**config.mk**
```make
export PLATFORM = sky130hd
export DESIGN_NAME = midi_voice_allocator_flat
export DESIGN_NICKNAME = d
export VERILOG_FILES = /design/src/rtl/midi_voice_allocator_if.sv /design/src/rtl/midi_voice_allocator.sv /design/src/flat_wrapper.sv
export SDC_FILE = /design/constraint.sdc
export NUM_CORES = 1
export LEC_CHECK = 0
export ABC_AREA = 0
export ABC_CLOCK_PERIOD_IN_PS = 7690
export BUFFER_PORTS_ARGS = -buffer_cell sky130_fd_sc_hd__buf_2
export CAP_MARGIN = 10
export CORE_ASPECT_RATIO = 1.1
export CORE_UTILIZATION = 25
export CTS_CLUSTER_DIAMETER = 100
export CTS_CLUSTER_SIZE = 40
export DETAILED_ROUTE_END_ITERATION = 10
export PLACE_DENSITY = 0.46
export SETUP_SLACK_MARGIN = 0.05
export SLEW_MARGIN = 5
export SYNTH_ARGS = -nofsm -noshare
export SYNTH_HDL_FRONTEND = slang
export SYNTH_SLANG_ARGS = --single-unit
```
**constraint.sdc**
```tcl
create_clock -name clk -period 7.69 [get_ports clk]
set_clock_uncertainty 0.1 [all_clocks]
set_input_delay 0.769 -clock clk [delete_from_list [all_inputs] [get_ports clk]]
set_output_delay 0.769 -clock clk [all_outputs]
set_load 0.02 [all_outputs]
```
**src/rtl/midi_voice_allocator_if.sv**
```systemverilog
// Note-event bus from the MIDI receiver into the voice allocator.
interface midi_voice_allocator_if #(
   parameter int unsigned NOTE_BITS = 7
);
   logic                 ready;
   logic                 value;
   logic [NOTE_BITS-1:0] note;
   logic [NOTE_BITS-1:0] velocity;

   modport master (output ready, value, note, velocity);
   modport slave  (input  ready, value, note, velocity);
endinterface

```
**src/rtl/midi_voice_allocator.sv**
```systemverilog
// Maps note-on/note-off events onto a bank of synth voices: retrigger a held key,
// else take the lowest free voice, else steal the least-recently-allocated one.
module midi_voice_allocator #(
   parameter int unsigned VOICES    = 4,
   parameter int unsigned NOTE_BITS = 7
) (
   input  logic                          clk,
   input  logic                          rst,
   midi_voice_allocator_if.slave         i_midi,
   output logic [VOICES-1:0]             o_voice_gate,
   output logic [VOICES*NOTE_BITS-1:0]   o_voice_note,
   output logic [VOICES*NOTE_BITS-1:0]   o_voice_velocity,
   output logic [VOICES-1:0]             o_voice_trig,
   output logic                          o_busy,
   output logic                          o_overflow
);
   localparam int unsigned RW = $clog2(VOICES);

   typedef enum logic [1:0] {S_IDLE, S_SCAN, S_COMMIT} state_t;

   state_t               r_state;
   logic                 r_ready_prev;
   logic                 r_evt_on;
   logic [NOTE_BITS-1:0] r_evt_note, r_evt_vel;
   logic                 r_pend_valid, r_pend_on;
   logic [NOTE_BITS-1:0] r_pend_note, r_pend_vel;
   logic [RW-1:0]        r_idx, r_match, r_free, r_old;
   logic                 r_match_found, r_free_found;
   logic [RW-1:0]        r_rank [VOICES];
   logic [VOICES-1:0]    r_gate, r_trig;
   logic [NOTE_BITS-1:0] r_note [VOICES];
   logic [NOTE_BITS-1:0] r_vel  [VOICES];
   logic                 r_busy, r_overflow;

   logic                 w_edge, w_ctrl, w_on, w_accept;
   logic [RW-1:0]        w_target;

   // Controller events (value=0, note=0) never enter the allocator
   assign w_edge   = i_midi.ready & ~r_ready_prev;
   assign w_ctrl   = ~i_midi.value & (i_midi.note == '0);
   assign w_on     = i_midi.value & (i_midi.velocity != '0);
   assign w_accept = w_edge & ~w_ctrl;
   assign w_target = r_match_found ? r_match : (r_free_found ? r_free : r_old);

   genvar g;
   generate
      for (g = 0; g < int'(VOICES); g++) begin : g_out
         assign o_voice_note[g*NOTE_BITS +: NOTE_BITS]     = r_note[g];
         assign o_voice_velocity[g*NOTE_BITS +: NOTE_BITS] = r_vel[g];
      end
   endgenerate

   assign o_voice_gate = r_gate;
   assign o_voice_trig = r_trig;
   assign o_busy       = r_busy;
   assign o_overflow   = r_overflow;

   always_ff @(posedge clk or posedge rst) begin
      if (rst) begin
         r_state       <= S_IDLE;
         r_ready_prev  <= 1'b0;
         r_evt_on      <= 1'b0;
         r_evt_note    <= '0;
         r_evt_vel     <= '0;
         r_pend_valid  <= 1'b0;
         r_pend_on     <= 1'b0;
         r_pend_note   <= '0;
         r_pend_vel    <= '0;
         r_idx         <= '0;
         r_match       <= '0;
         r_free        <= '0;
         r_old         <= '0;
         r_match_found <= 1'b0;
         r_free_found  <= 1'b0;
         r_gate        <= '0;
         r_trig        <= '0;
         r_busy        <= 1'b0;
         r_overflow    <= 1'b0;
         for (int k = 0; k < int'(VOICES); k++) begin
            r_rank[k] <= RW'(k);
            r_note[k] <= '0;
            r_vel[k]  <= '0;
         end
      end else begin
         r_ready_prev <= i_midi.ready;
         r_trig       <= '0;
         case (r_state)
            S_IDLE: begin
               if (w_accept) begin
                  r_evt_on      <= w_on;
                  r_evt_note    <= i_midi.note;
                  r_evt_vel     <= i_midi.velocity;
                  r_idx         <= '0;
                  r_match_found <= 1'b0;
                  r_free_found  <= 1'b0;
                  r_busy        <= 1'b1;
                  r_state       <= S_SCAN;
               end
            end
            S_SCAN: begin
               if (r_gate[r_idx] && (r_note[r_idx] == r_evt_note) && !r_match_found) begin
                  r_match       <= r_idx;
                  r_match_found <= 1'b1;
               end
               if (!r_gate[r_idx] && !r_free_found) begin
                  r_free       <= r_idx;
                  r_free_found <= 1'b1;
               end
               if (r_rank[r_idx] == RW'(VOICES-1)) r_old <= r_idx;
               if (w_accept) begin
                  if (!r_pend_valid) begin
                     r_pend_valid <= 1'b1;
                     r_pend_on    <= w_on;
                     r_pend_note  <= i_midi.note;
                     r_pend_vel   <= i_midi.velocity;
                  end else begin
                     r_overflow <= 1'b1;
                  end
               end
               if (r_idx == RW'(VOICES-1)) r_state <= S_COMMIT;
               else                        r_idx   <= r_idx + RW'(1);
            end
            S_COMMIT: begin
               if (r_evt_on) begin
                  r_gate[w_target] <= 1'b1;
                  r_note[w_target] <= r_evt_note;
                  r_vel[w_target]  <= r_evt_vel;
                  r_trig[w_target] <= 1'b1;
                  for (int k = 0; k < int'(VOICES); k++)
                     if (r_rank[k] < r_rank[w_target]) r_rank[k] <= r_rank[k] + RW'(1);
                  r_rank[w_target] <= '0;
               end else if (r_match_found) begin
                  r_gate[r_match] <= 1'b0;
               end
               r_idx         <= '0;
               r_match_found <= 1'b0;
               r_free_found  <= 1'b0;
               // A waiting event (stored or arriving now) chains straight into the next scan
               if (r_pend_valid) begin
                  r_evt_on     <= r_pend_on;
                  r_evt_note   <= r_pend_note;
                  r_evt_vel    <= r_pend_vel;
                  r_pend_valid <= 1'b0;
                  r_state      <= S_SCAN;
                  if (w_accept) r_overflow <= 1'b1;
               end else if (w_accept) begin
                  r_evt_on   <= w_on;
                  r_evt_note <= i_midi.note;
                  r_evt_vel  <= i_midi.velocity;
                  r_state    <= S_SCAN;
               end else begin
                  r_busy  <= 1'b0;
                  r_state <= S_IDLE;
               end
            end
            default: begin
               r_busy  <= 1'b0;
               r_state <= S_IDLE;
            end
         endcase
      end
   end
endmodule
```
**src/flat_wrapper.sv**
```systemverilog
// flat-port wrapper written by rule: the top's interface ports become plain ports
module midi_voice_allocator_flat 
#(
   parameter int unsigned VOICES    = 4,
   parameter int unsigned NOTE_BITS = 7
)
  (clk, rst, o_voice_gate, o_voice_note, o_voice_velocity, o_voice_trig, o_busy, o_overflow, i_midi_ready, i_midi_value, i_midi_note, i_midi_velocity);
  midi_voice_allocator_if #(.NOTE_BITS(NOTE_BITS)) i_midi_i ();
  input  logic clk;
  input  logic rst;
  output logic [VOICES-1:0] o_voice_gate;
  output logic [VOICES*NOTE_BITS-1:0] o_voice_note;
  output logic [VOICES*NOTE_BITS-1:0] o_voice_velocity;
  output logic [VOICES-1:0] o_voice_trig;
  output logic o_busy;
  output logic o_overflow;
  input wire logic [$bits(i_midi_i.ready)-1:0] i_midi_ready;
  input wire logic [$bits(i_midi_i.value)-1:0] i_midi_value;
  input wire logic [$bits(i_midi_i.note)-1:0] i_midi_note;
  input wire logic [$bits(i_midi_i.velocity)-1:0] i_midi_velocity;
  assign i_midi_i.ready = i_midi_ready;
  assign i_midi_i.value = i_midi_value;
  assign i_midi_i.note = i_midi_note;
  assign i_midi_i.velocity = i_midi_velocity;
  midi_voice_allocator #(.VOICES(VOICES), .NOTE_BITS(NOTE_BITS)) u_core (.clk(clk), .rst(rst), .i_midi(i_midi_i), .o_voice_gate(o_voice_gate), .o_voice_note(o_voice_note), .o_voice_velocity(o_voice_velocity), .o_voice_trig(o_voice_trig), .o_busy(o_busy), .o_overflow(o_overflow));
endmodule
```
; Word-level counts from Yosys, hierarchy flattened
; Cells that the tools add are included.
[word_totals]
ff_bits = 118
latch_bits = 0
ramBits = 0
mem_bits_ro = 0
inputBits = 18
out_inout_bits = 66
wordCells = 179
memories = 0
[classes]
addsub = 5
multipliers = 0
div = 0
n_lt_le_gt_ge = 12
n_eq_ne = 16
shifts = 0
mux = 70
bitwise = 16
n_reduce_logical = 29
[ops]
columns = op, n
row1 = bitwise mux 28 bit, 2
row2 = two-way mux 7 bit, 7
row3 = two-way mux 2 bit, 24
row4 = case mux 7 bit (2 select lines), 2
row5 = two-way mux 4 bit, 4
row6 = != test 2 x 1 -> 1 bit (second input constant), 8
row7 = two-way mux 1 bit, 15
row8 = binary-select mux 7 bit (select 2 bit), 1
row9 = demux 7 bit (select 2 bit), 1
row10 = AND reduction 2 bit, 7
row11 = case mux 2 bit (3 select lines), 2
row12 = AND reduction 3 bit, 4
row13 = adder 2 x 1 -> 2 bit (second input constant), 5
row14 = < comparator 2 x 3 -> 1 bit (second input constant), 3
row15 = case mux 1 bit (3 select lines), 3
row16 = bitwise AND 8 bit, 1
row17 = binary-select mux 2 bit (select 2 bit), 2
row18 = < comparator 2 bit, 4
row19 = NOT 8 bit, 1
row20 = equality test 7 bit, 1
row21 = logical NOT 7 bit, 1
row22 = nonzero test 7 bit, 1
row23 = equality test 2 bit (second input constant), 3
row24 = >= comparator 3 bit (second input constant), 2
row25 = other kinds (21), 44

; Logic depth before layout (Yosys ltp)
[depth]
depth_word = 11
mapped_depth = 10
depth_no_buf = 10

; Worst setup path before layout
; No wires, ideal clock.
[synth_timing]
path_kind = register -> register
start = register u_core.r_free_found
end = register u_core.r_rank[3] in the netlist's numbering
setup_ps = 69
t_arrival_ps = 2539
required_ps = 7521
slack_ps = 4982
path_stages_with_launch = 9
n_path_buf = 0
synth_period_minus_slack_ps = 2708
cell_sequence = dfrtp_1 > mux2i_1 > o21ai_1 > mux4_2 > inv_1 > ha_1 > or4_1 > xor2_1 > nor2_1
[synth_via]
elab_chain_len = 11
elab_cells_between_ends = 17
classes_between = order compare: 3 / mux: 10 / bitwise: 3 / reduce/logical: 1
[synth_lines]
columns = item, line_no
row1 = start: declaration, midi_voice_allocator.sv:28  ; logic r_match_found, r_free_found;
row2 = start signal: assignment, midi_voice_allocator.sv:74  ; r_free_found <= 1'b0;
row3 = start signal: assignment, midi_voice_allocator.sv:95  ; r_free_found <= 1'b0;
row4 = start signal: assignment, midi_voice_allocator.sv:107  ; r_free_found <= 1'b1;
row5 = two-way mux 2 bit * (2 in series), midi_voice_allocator.sv:43  ; assign w_target = r_match_found ? r_match : (r_free_found ? r_free : r_old);
row6 = NOT 2 -> 3 bit (not written as such) *, "midi_voice_allocator.sv:130, midi_voice_allocator.sv:131"
row7 = binary-select mux 2 bit (select 2 bit), midi_voice_allocator.sv:130  ; if (r_rank[k] < r_rank[w_target]) r_rank[k] <= r_rank[k] + RW'(1);
row8 = two-way mux 2 bit (not written as such) (2 in series), midi_voice_allocator.sv:130
row9 = < comparator 2 bit, midi_voice_allocator.sv:130
row10 = two-way mux 2 bit, midi_voice_allocator.sv:130
row11 = two-way mux 2 bit, midi_voice_allocator.sv:124  ; if (r_evt_on) begin
row12 = two-way mux 2 bit, midi_voice_allocator.sv:87  ; case (r_state)
row13 = bitwise AND 8 bit (no source line) *, -
row14 = end signal: indexed assignment, midi_voice_allocator.sv:80  ; r_rank[k] <= RW'(k);
row15 = end: declaration, midi_voice_allocator.sv:29  ; logic [RW-1:0] r_rank [VOICES];
; Every way passes the cells marked *; elsewhere a longest branch is shown, timed or not. The select of a mux whose other input is x is not followed.
; A chain may end at the register's enable or synchronous reset.

; Final worst setup path
[layout_timing]
start = register u_core.r_free_found
end = register u_core.r_rank[1] in the netlist's numbering
; Same word-level chain as after synthesis.

==> run metrics <==
Core Box Area about 21000 µm²; total track usage between 10% and 20%; clock-pin slew on the worst setup and hold paths roughly 0.060 ns; worst ir drop on vdd between 150 and 200 µV; CP endpoint kind flip-flop; asr flop ratio synth 100%; row cnt 55; startpoint class of the critical path flip-flop; final instance area 6740 µm²; clock buffer depth 2; number of global-route vias before repair just under 4000; CTS Hold Buffers Added 0; met1 usage 16.6%; Warnings, synthesis 0; Via Count between 3000 and 4000; final setup fails 0; WS Path Type reg2reg; Synth Register Bits ~120; syn_nets 450; Seq/Total Area, Yosys 55.2%; CTS H-tree depth 4; Setup crit end u_core.r_rank[1]; reg2reg start u_core.r_free_found; Final period util around two fifths; # port buffers between 80 and 90; area share of the largest cell type after synthesis 53.2%; Detailed Route WL ~13000 µm; maximum clock frequency approximately 0.34 GHz; first-pass GRT wire length around 22000 µm; HP Class in2async; WP data required ~7.9 ns; run status complete, no violations; ant diodes 0; Final Hold Violating Endpoints 0; cells after synthesis 422; power per cell area between 300 and 400 nW/µm²; Post-Syn Area between 5000 and 6000 µm²; hpwl dp 9450 µm; Placer Congestion ~0.8; crit path time final approximately 3.0 ns; Die W 142 µm; Synth Area per Inst 12.7 µm²; placed inst area around 6100 µm²; grt total ovfl 0; Remaining DRCs 0; largest net degree at the start of global routing 80; Yosys top cell by area dfrtp_1; Root Buffer Master clkbuf_16; Rel. slew slack between 20% and 30%; share of cells above drive strength 1 around 41%; Worst EP arrival around 3.2 ns; met3 Usage GRT 5.00%; static leakage around 3.1 nW; FF-to-FF End u_core.r_rank[1]; register-to-register setup slack ~4.7 ns; RSZ-0062 raised after global routing no; layer with the highest usage met2; Critical path origin u_core.r_free_found; CTS Buf Count 17; Slew Limit Fails 0; P&R area growth vs syn 25.7%; worst-case reg-to-reg path depth 9; setup TNS 0 ns; worst skew pair latency approximately 0.42 ns; CTS sink cnt around 120; die height approximately 160 µm; Post-synth top flop dfrtp_1; grt met2 use around a fifth; Final ANT Viol Nets 0; Via density around 4.5; Slew @ Worst Pin between 1 and 1.5 ns; post-cts resize count 0; initial antenna violation count 0; DR WL/cell 16.6 µm; Max Cap Viol 0; initial core utilization 25.8%; setup bufs post-CTS 0; DR iter-0 viols ~140; Unique masters post-synth 48; CTS tree yes; num ports 84; crit path max fanout 6; number of flops mapped to enable cells by yosys 0; NumNets Final 540; Die Area 22000 µm²; drt first pass iters 4; largest cells by area after synthesis dfrtp_1, mux2_2, mux2i_1
flip-flops by register name, summed over array words and instances (netlist names), 2 cells and up:
name / cells
u_core.r_pend_note: 7
u_core.o_voice_gate: 4
u_core.r_free: 2
u_core.r_idx: 2
u_core.r_state: 2
u_core.o_voice_note: 28
u_core.r_evt_vel: 7
u_core.o_voice_velocity: 28
u_core.r_match: 2
u_core.r_pend_vel: 7
u_core.o_voice_trig: 4
u_core.r_rank: 8
u_core.r_evt_note: 7
u_core.r_old: 2
cell type report:
class | count | area [µm²]
clock inverters | 10 | 169
repair buffers | 91 | 475
flip-flops and latches | 118 | 2960
clock buffers | 22 | 474
multi-input cells | 270 | 2250
well taps | 285 | 357
inverters | 14 | 55.1
fillers | 2149 | 14000
worst max-delay path, stage by stage, from the launching register on:
cell,delay [ns]
dfrtp_1,0.41
mux2i_1,0.21
nor2_1,0.06
a21oi_1,0.51
mux4_2,0.40
inv_1,0.14
ha_1,0.26
or4_1,0.56
xor2_1,0.16
nor2_1,0.08
power by group:
| part | internal, W | total, W | switching [W] | leakage [nW] |
|---|---|---|---|---|
| logic | 0.000329 | 0.000731 | 0.000402 | 1.32 |
| clock network | 0.000570 | 0.000859 | 0.000289 | 0.303 |
| registers | 0.000820 | 0.00102 | 0.000200 | 1.52 |
layout by cell type, fill, tap and decap left out, types with 3 or more instances in the layout:
master	count
ha_1	10
nor3_2	3
nor2_1	17
a211oi_1	4
clkinvlp_4	3
or4_1	3
inv_1	13
xor2_1	5
a31oi_1	3
nor3_1	4
o22ai_1	3
o22a_1	3
buf_4	8
nor2_2	3
a21oi_1	10
buf_2	83
mux2i_1	30
mux2_2	76
dfrtp_1	114
xnor2_1	6
clkbuf_8	3
o21ai_0	30
nand2_1	27
bufinv_16	4
nand3b_1	3
clkbuf_16	17
o41ai_1	3
dfstp_2	4
logic make-up after synthesis:
| group | after synthesis | share of synthesized area [%] |
|---|---|---|
| buffers and inverters | 34 | 2.97 |
| flip-flops | 118 | 55.2 |
| XOR/XNOR | 11 | 1.80 |
| AO/OA/AOI/OAI | 68 | 7.89 |
| AND/OR/NAND/NOR | 70 | 6.28 |
| multiplexers | 111 | 23.5 |
| adder cells (fa/ha/maj) | 10 | 2.33 |
metrics by stage:
stage	instances	hold slack [ns]	total power (W)	util, %	worst slack, ns
floorplan	422	0.346	0.00152	-	3.70
global placement	778	0.355	0.00175	29.3	4.80
detailed placement	778	0.365	0.00177	29.3	4.75
CTS	810	0.299	0.00265	32.4	4.73
global route	810	0.308	0.00278	32.4	4.54
finish	810	0.282	0.00261	32.4	4.73
worst min path at each step:
stage                                end  slack, ns
floorplan           u_core.r_evt_note[0]       0.35
global placement     u_core.r_evt_vel[0]       0.36
detailed placement  u_core.r_evt_note[6]       0.37
CTS                        u_core.o_busy       0.30
global route           u_core.o_overflow       0.31
finish                     u_core.o_busy       0.28
synth_stat cells, types with 3 or more instances:
master and number:
o41ai_1 3, dfstp_2 4, ha_1 10, mux2i_1 30, mux2_2 76, o21ai_0 30
inv_1 14, dfrtp_1 114, xnor2_1 6, xor2_1 5, o22a_1 3, nand2_1 27
nand3b_1 3, or4_1 3, nor3_1 5, a21oi_1 10, a31oi_1 3, buf_2 3
nor2_1 18, o22ai_1 3, a211oi_1 4, clkbuf_1 12
per-layer routing:
layer / routed length [µm] / vias to the layer above
met5: 0 / -
met4: 84 / 0
met3: 871 / 8
met2: 6460 / 99
met1: 6030 / 1872
li1: - / 1706
Note: power is estimated with default switching activity, not from simulation.
